===== src/rtl/game_pkg.sv =====
// game_pkg: shared cell, game-state, winner and key codes for the 3x3 board game.
package game_pkg;
   localparam logic [1:0] CELL_EMPTY = 2'b00, CELL_X = 2'b01, CELL_O = 2'b10;
   localparam logic [1:0] WIN_NONE = 2'b00, WIN_X = 2'b01, WIN_O = 2'b10, WIN_DRAW = 2'b11;
   localparam logic [7:0] KEY_UP = 8'd119, KEY_LEFT = 8'd97, KEY_DOWN = 8'd115, KEY_RIGHT = 8'd100;
   typedef enum logic [1:0] {GS_PLAY = 2'b00, GS_CHECK = 2'b01, GS_OVER = 2'b10} gs_t;
   function automatic logic is_move_key(input logic [7:0] k);
      return k == KEY_UP || k == KEY_LEFT || k == KEY_DOWN || k == KEY_RIGHT;
   endfunction
endpackage


===== src/rtl/board_game_ctrl_if.sv =====
// board_game_ctrl_if: key/cursor inputs and game status outputs of the turn sequencer.
interface board_game_ctrl_if;
   logic [7:0]  ascii;
   logic        new_ascii;
   logic [4:0]  cursor;
   logic        move_key;
   logic [17:0] board;
   logic        player;
   logic [1:0]  game_state;
   logic [1:0]  winner;
   logic [7:0]  win_line;
   logic        illegal;
   logic [3:0]  move_count;
   modport master (output ascii, new_ascii, cursor,
                   input move_key, board, player, game_state, winner, win_line, illegal, move_count);
   modport slave (input ascii, new_ascii, cursor,
                  output move_key, board, player, game_state, winner, win_line, illegal, move_count);
endinterface


===== src/rtl/win_detect.sv =====
// win_detect: flags every complete line (rows, columns, diagonals) owned by the given cell code.
module win_detect (
   input  logic [17:0] board,
   input  logic [1:0]  code,
   output logic [7:0]  line_hit
);
   logic [8:0] m;
   for (genvar i = 0; i < 9; i++) begin : g_cell
      assign m[i] = board[2*i +: 2] == code;
   end
   assign line_hit = {m[2] & m[4] & m[6], m[0] & m[4] & m[8],
                      m[2] & m[5] & m[8], m[1] & m[4] & m[7], m[0] & m[3] & m[6],
                      m[6] & m[7] & m[8], m[3] & m[4] & m[5], m[0] & m[1] & m[2]};
endmodule


===== src/rtl/board_game_ctrl.sv =====
// board_game_ctrl: turn sequencer owning board, current player and outcome of the 3x3 game.
module board_game_ctrl
   import game_pkg::*;
#(
   parameter logic [7:0] KEY_PLACE    = 8'd101,
   parameter logic [7:0] KEY_RESTART  = 8'd114,
   parameter logic       FIRST_PLAYER = 1'b0
) (
   input logic               CLK,
   input logic               RESET,
   board_game_ctrl_if.slave  bus
);
   logic [2:0]  sync;
   logic        key_evt, free, move_key, move_key_n, illegal, illegal_n, player, player_n;
   logic [1:0]  mark, winner, winner_n;
   logic [3:0]  cnt, cnt_n;
   logic [7:0]  win_line, win_line_n, hit;
   logic [8:0]  sel;
   logic [17:0] board, board_n;
   gs_t         state, state_n;
   // sync[1:0] is the synchroniser, sync[2] holds the previous level for edge detection
   assign key_evt = sync[1] & ~sync[2];
   assign mark = player ? CELL_O : CELL_X;
   win_detect u_win (.board(board), .code(mark), .line_hit(hit));
   always_ff @(posedge CLK or posedge RESET)
      if (RESET) begin
         sync     <= '0;
         state    <= GS_PLAY;
         board    <= '0;
         player   <= FIRST_PLAYER;
         winner   <= WIN_NONE;
         win_line <= '0;
         cnt      <= '0;
         move_key <= 1'b0;
         illegal  <= 1'b0;
      end else begin
         sync     <= {sync[1:0], bus.new_ascii};
         state    <= state_n;
         board    <= board_n;
         player   <= player_n;
         winner   <= winner_n;
         win_line <= win_line_n;
         cnt      <= cnt_n;
         move_key <= move_key_n;
         illegal  <= illegal_n;
      end
   always_comb begin
      state_n    = state;
      board_n    = board;
      player_n   = player;
      winner_n   = winner;
      win_line_n = win_line;
      cnt_n      = cnt;
      move_key_n = 1'b0;
      illegal_n  = 1'b0;
      sel        = '0;
      free       = 1'b0;
      for (int i = 0; i < 9; i++)
         if (bus.cursor == 5'(i + 1)) begin
            sel[i] = 1'b1;
            free   = board[2*i +: 2] == CELL_EMPTY;
         end
      if (key_evt && bus.ascii == KEY_RESTART) begin
         board_n    = '0;
         winner_n   = WIN_NONE;
         win_line_n = '0;
         cnt_n      = '0;
         player_n   = FIRST_PLAYER;
         state_n    = GS_PLAY;
      end else
         case (state)
            GS_PLAY:
               if (key_evt && is_move_key(bus.ascii)) move_key_n = 1'b1;
               else if (key_evt && bus.ascii == KEY_PLACE) begin
                  if (free) begin
                     for (int i = 0; i < 9; i++)
                        if (sel[i]) board_n[2*i +: 2] = mark;
                     cnt_n   = cnt + 4'd1;
                     state_n = GS_CHECK;
                  end else illegal_n = 1'b1;
               end
            GS_CHECK:
               if (|hit) begin
                  winner_n   = mark;
                  win_line_n = hit;
                  state_n    = GS_OVER;
               end else if (cnt == 4'd9) begin
                  winner_n   = WIN_DRAW;
                  win_line_n = '0;
                  state_n    = GS_OVER;
               end else begin
                  player_n = ~player;
                  state_n  = GS_PLAY;
               end
            GS_OVER: state_n = GS_OVER;
            default: state_n = GS_PLAY;
         endcase
   end
   assign bus.move_key   = move_key;
   assign bus.board      = board;
   assign bus.player     = player;
   assign bus.game_state = state;
   assign bus.winner     = winner;
   assign bus.win_line   = win_line;
   assign bus.illegal    = illegal;
   assign bus.move_count = cnt;
endmodule


===== src/flat_wrapper.sv =====
// flat-port wrapper written by rule: the top's interface ports become plain ports
module board_game_ctrl_flat import game_pkg::*;
#(
   parameter logic [7:0] KEY_PLACE    = 8'd101,
   parameter logic [7:0] KEY_RESTART  = 8'd114,
   parameter logic       FIRST_PLAYER = 1'b0
)
  (CLK, RESET, bus_ascii, bus_new_ascii, bus_cursor, bus_move_key, bus_board, bus_player, bus_game_state, bus_winner, bus_win_line, bus_illegal, bus_move_count);
  board_game_ctrl_if bus_i ();
  input logic CLK;
  input logic RESET;
  input wire logic [$bits(bus_i.ascii)-1:0] bus_ascii;
  input wire logic [$bits(bus_i.new_ascii)-1:0] bus_new_ascii;
  input wire logic [$bits(bus_i.cursor)-1:0] bus_cursor;
  output wire logic [$bits(bus_i.move_key)-1:0] bus_move_key;
  output wire logic [$bits(bus_i.board)-1:0] bus_board;
  output wire logic [$bits(bus_i.player)-1:0] bus_player;
  output wire logic [$bits(bus_i.game_state)-1:0] bus_game_state;
  output wire logic [$bits(bus_i.winner)-1:0] bus_winner;
  output wire logic [$bits(bus_i.win_line)-1:0] bus_win_line;
  output wire logic [$bits(bus_i.illegal)-1:0] bus_illegal;
  output wire logic [$bits(bus_i.move_count)-1:0] bus_move_count;
  assign bus_i.ascii = bus_ascii;
  assign bus_i.new_ascii = bus_new_ascii;
  assign bus_i.cursor = bus_cursor;
  assign bus_move_key = bus_i.move_key;
  assign bus_board = bus_i.board;
  assign bus_player = bus_i.player;
  assign bus_game_state = bus_i.game_state;
  assign bus_winner = bus_i.winner;
  assign bus_win_line = bus_i.win_line;
  assign bus_illegal = bus_i.illegal;
  assign bus_move_count = bus_i.move_count;
  board_game_ctrl #(.KEY_PLACE(KEY_PLACE), .KEY_RESTART(KEY_RESTART), .FIRST_PLAYER(FIRST_PLAYER)) u_core (.CLK(CLK), .RESET(RESET), .bus(bus_i));
endmodule

===== config.mk =====
export PLATFORM = sky130hd
export DESIGN_NAME = board_game_ctrl_flat
export DESIGN_NICKNAME = d
export VERILOG_FILES = /design/src/rtl/game_pkg.sv /design/src/rtl/board_game_ctrl_if.sv /design/src/rtl/win_detect.sv /design/src/rtl/board_game_ctrl.sv /design/src/flat_wrapper.sv
export SDC_FILE = /design/constraint.sdc
export NUM_CORES = 1
export LEC_CHECK = 0
export ABC_AREA = 0
export CAP_MARGIN = 20
export CORE_ASPECT_RATIO = 0.75
export CORE_UTILIZATION = 57
export DETAILED_ROUTE_END_ITERATION = 7
export DONT_BUFFER_PORTS = 1
export PLACE_DENSITY = 0.75
export SLEW_MARGIN = 20
export SYNTH_ARGS = -nofsm -noshare
export SYNTH_HDL_FRONTEND = slang
export SYNTH_SLANG_ARGS = --single-unit

===== constraint.sdc =====
create_clock -name CLK -period 2.08 [get_ports CLK]
set_input_delay 0.416 -clock CLK [delete_from_list [all_inputs] [get_ports CLK]]
set_output_delay 0.416 -clock CLK [all_outputs]
set_load 0.03 [all_outputs]

==> impl_metrics.tcl <==
set metrics [dict create \
    status "finished with violations" \
    violations "setup timing" \
    cts-buffers-inserted 5 \
    cpMaxStageDelayCell "dfrtp_2" \
    finClkSkew_ns 0.00985 \
    rsz0062_at_grt "yes" \
    hp-class "in2async" \
    finalHoldViolations 0 \
    tightestPinTransition_ns 0.545 \
    grt_pass1_wl_mm 9.89 \
    globalplace.congestion 0.918 \
    p_clk_share_pct 49.9 \
    critPathCaptureType "flip-flop" \
    irDropWorstVdd_uv 677 \
    cts_buffer_depth 2 \
    clkSinkCount 40 \
    die_h_um 56.4 \
    fin_util_pct 81.1 \
    tritoncts "built" \
    dp_hpwl_mm 4.42 \
    synth_ff_type "dfrtp_1" \
    drt_iter0_drc 156 \
    final_nets 287 \
    swShare_pct 20.0 \
    area_growth_pct 33.9 \
    ys_warn_count 0 \
    p_leak_nw 1.20 \
    timing.final.crit_share_pct 103 \
    antenna_found_initial 0 \
    power.share.combinational_pct 5.3 \
    via_count 2107 \
    dr.pass1.iters 5 \
    finalSetupTns_ns -0.0705 \
    synth_seq_area_share_pct 44.6 \
    route.antenna.remaining_nets 0 \
    die_x_um 74.5 \
    cts-root-buf "clkbuf_8" \
    async_flop_share_pct 100 \
    ios 53 \
    grt_usage_pct 32.2 \
    pwr-share-seq_pct 44.8 \
    cts.reportedPaths.clkPinSlew_ns 0.08 \
    setup_ws_ns -0.0705 \
    worstPathArrival_ns 2.38 \
    insertion_delay_ns 0.30 \
    start_util_pct 60.6 \
    num-fill-cells 233 \
    htree_levels 2 \
    synth_edf_count 0 \
    syn-instance-count 223 \
    dieArea_sq_um 4200 \
    numPortBuffers 0 \
    slew_headroom_pct 63.2 \
    cap_violations 0 \
    grt_max_degree 41 \
    syn_avg_cell_area_sq_um 10.1 \
    critPathBufInv 1 \
    worstSetupStartpointType "flip-flop" \
    synth_fp_nets 241 \
    ys_types 51 \
    setup.worst_path.start "u_core.bus.player" \
    setup_viol 1 \
    final_max_slew_viol_count 0 \
    core_region_area_sq_um 3710 \
    min_period_ns 2.15 \
    finalPower_mw 1.77 \
    wire_per_inst_um 21.1 \
    intPower_mw 1.42 \
    antenna_cells 0 \
    wl_mm 6.80 \
    layout_commonest_cell "buf_4" \
    final_cell_mix "buf_4 (45), dfrtp_1 (39), o21a_1 (18), nand2b_1 (13), nor2_1 (12)" \
    crit_family "compound AO/OA/AOI/OAI gates" \
    netSwitchingPower_mw 0.353 \
    drc 0 \
    crit_required_ns 2.31 \
    grt_pass1_vias 2012 \
    dp_slack_ns -0.121 \
    critPathKind "reg2reg" \
    grt-ovfl-total 0 \
    drt-vias-per-instance 6.54 \
    worstPathMaxFanout 10 \
    slowest_delay_ns 0.47 \
    reg2reg_from "u_core.bus.player" \
    fmax_ghz 0.465 \
    fp-row-count 19 \
    netlist_area_sq_um 2250 \
    layout-drive-gt1-share_pct 37.8 \
    postCtsHoldBufs 0 \
    synth.ff_latch_count 40 \
    powerDensity_nw_per_um2 588 \
    path_cells "nand3b_1 > o22ai_2 > o31ai_2 > o211ai_2 > buf_4 > or4_4 > a21oi_2" \
]
-- cell usage after synthesis, types with 2 or more instances --
cell type | count | area share, %
ha_1 | 2 | 1.1
o31ai_1 | 2 | 0.67
and3_1 | 2 | 0.56
o21a_1 | 18 | 6.0
or4_1 | 2 | 0.67
o211ai_1 | 2 | 0.67
nor2_1 | 15 | 2.5
nand2_1 | 12 | 2.0
a32o_1 | 6 | 2.7
a211oi_2 | 7 | 3.9
nand2b_1 | 14 | 3.9
o22ai_1 | 9 | 2.5
mux2i_1 | 5 | 2.2
o221ai_1 | 2 | 0.78
inv_1 | 8 | 1.3
nor3_1 | 6 | 1.3
nor2b_1 | 2 | 0.56
nand3b_1 | 8 | 2.7
nand3_1 | 5 | 1.1
clkbuf_1 | 6 | 1.0
a211oi_1 | 6 | 2.0
a21oi_1 | 6 | 1.3
or3b_1 | 4 | 1.6
nor4_1 | 2 | 0.56
dfrtp_1 | 40 | 45
buf_2 | 5 | 1.1
o21ai_0 | 3 | 0.67
-- worst register-to-register path, cell delays in order, from the launching register on --
cell and delay [ns]:
dfrtp_2 0.47, nand3b_1 0.22, o22ai_2 0.13, o31ai_2 0.28
o211ai_2 0.17, buf_4 0.18, or4_4 0.47, a21oi_2 0.15
-- path summary, 6_finish.rpt --
kind	endpoint	slack [ns]	cells after the start
setup / recovery	u_core.bus.player	-0.07	7
hold / removal	u_core.sync[0]	0.12	2
setup reg to reg	u_core.bus.player	-0.07	7
hold reg to reg	u_core.sync[1]	0.36	0
max in group asynchronous	u_core.bus.player	1.60	2
min in group CLK	u_core.sync[0]	0.13	0
-- what timing repair did --
action                                  4_1_cts  5_1_grt
gates resized for setup                       5       38
pin swaps                                     3       12
endpoints found under the setup margin       16       26
setup buffers                                 0        4
-- cells by family (layout without fill, tap and decap cells) --
logic type	count (synthesis)	count (layout)	synth area share (%)
AND/OR/NAND/NOR	83	83	21.8
buffers and inverters	20	67	3.96
AO/OA/AOI/OAI	71	71	25.4
multiplexers	6	6	2.73
flip-flops	40	40	44.6
XOR/XNOR	1	1	0.390
adder cells (fa/ha/maj)	2	2	1.11
-- metrics by stage --
stage	hold slack (ns)	instance area (sq um)	std cells
global placement	0.333	2610	310
CTS	0.131	2780	318
floorplan	0.331	2250	223
global route	0.124	3010	322
finish	0.117	3010	322
detailed placement	0.342	2610	310
-- sequential cells by signal, indices dropped and copies added, names as in the netlist --
name / flops
u_core.bus.illegal: 1
u_core.bus.move_key: 1
u_core.bus.board: 18
u_core.bus.win_line: 8
u_core.bus.game_state: 2
u_core.bus.move_count: 4
u_core.sync: 3
u_core.bus.winner: 2
u_core.bus.player: 1
-- cell type report --
class | count | area (sq um) | share of cell area, %
clock buffer | 5 | 68.8 | 2.29
multi-input combinational | 163 | 1330 | 44.2
clock inverter | 3 | 90.1 | 3.00
inverter | 8 | 30.0 | 0.999
timing repair buffer | 51 | 423 | 14.1
tap | 52 | 65.1 | 2.16
sequential | 40 | 1000 | 33.3
-- layer usage --
metal | vias to the layer above | GRT usage (%) | share of wire [%]
met5 | - | 0 | 0
met4 | 0 | 11.9 | 1.8
met3 | 16 | 8.62 | 7.5
met2 | 105 | 49.9 | 50
met1 | 1060 | 42.9 | 40
li1 | 926 | - | -
-- power groups by stage --
stage | combinational (mW) | clock (mW) | sequential [mW]
floorplan | 0.0560 | 0 | 0.810
global placement | 0.0785 | 0 | 0.807
detailed placement | 0.0809 | 0 | 0.807
CTS | 0.0817 | 0.890 | 0.792
global route | 0.100 | 0.913 | 0.793
finish | 0.0930 | 0.883 | 0.792
(Power assumes the default switching activity.)
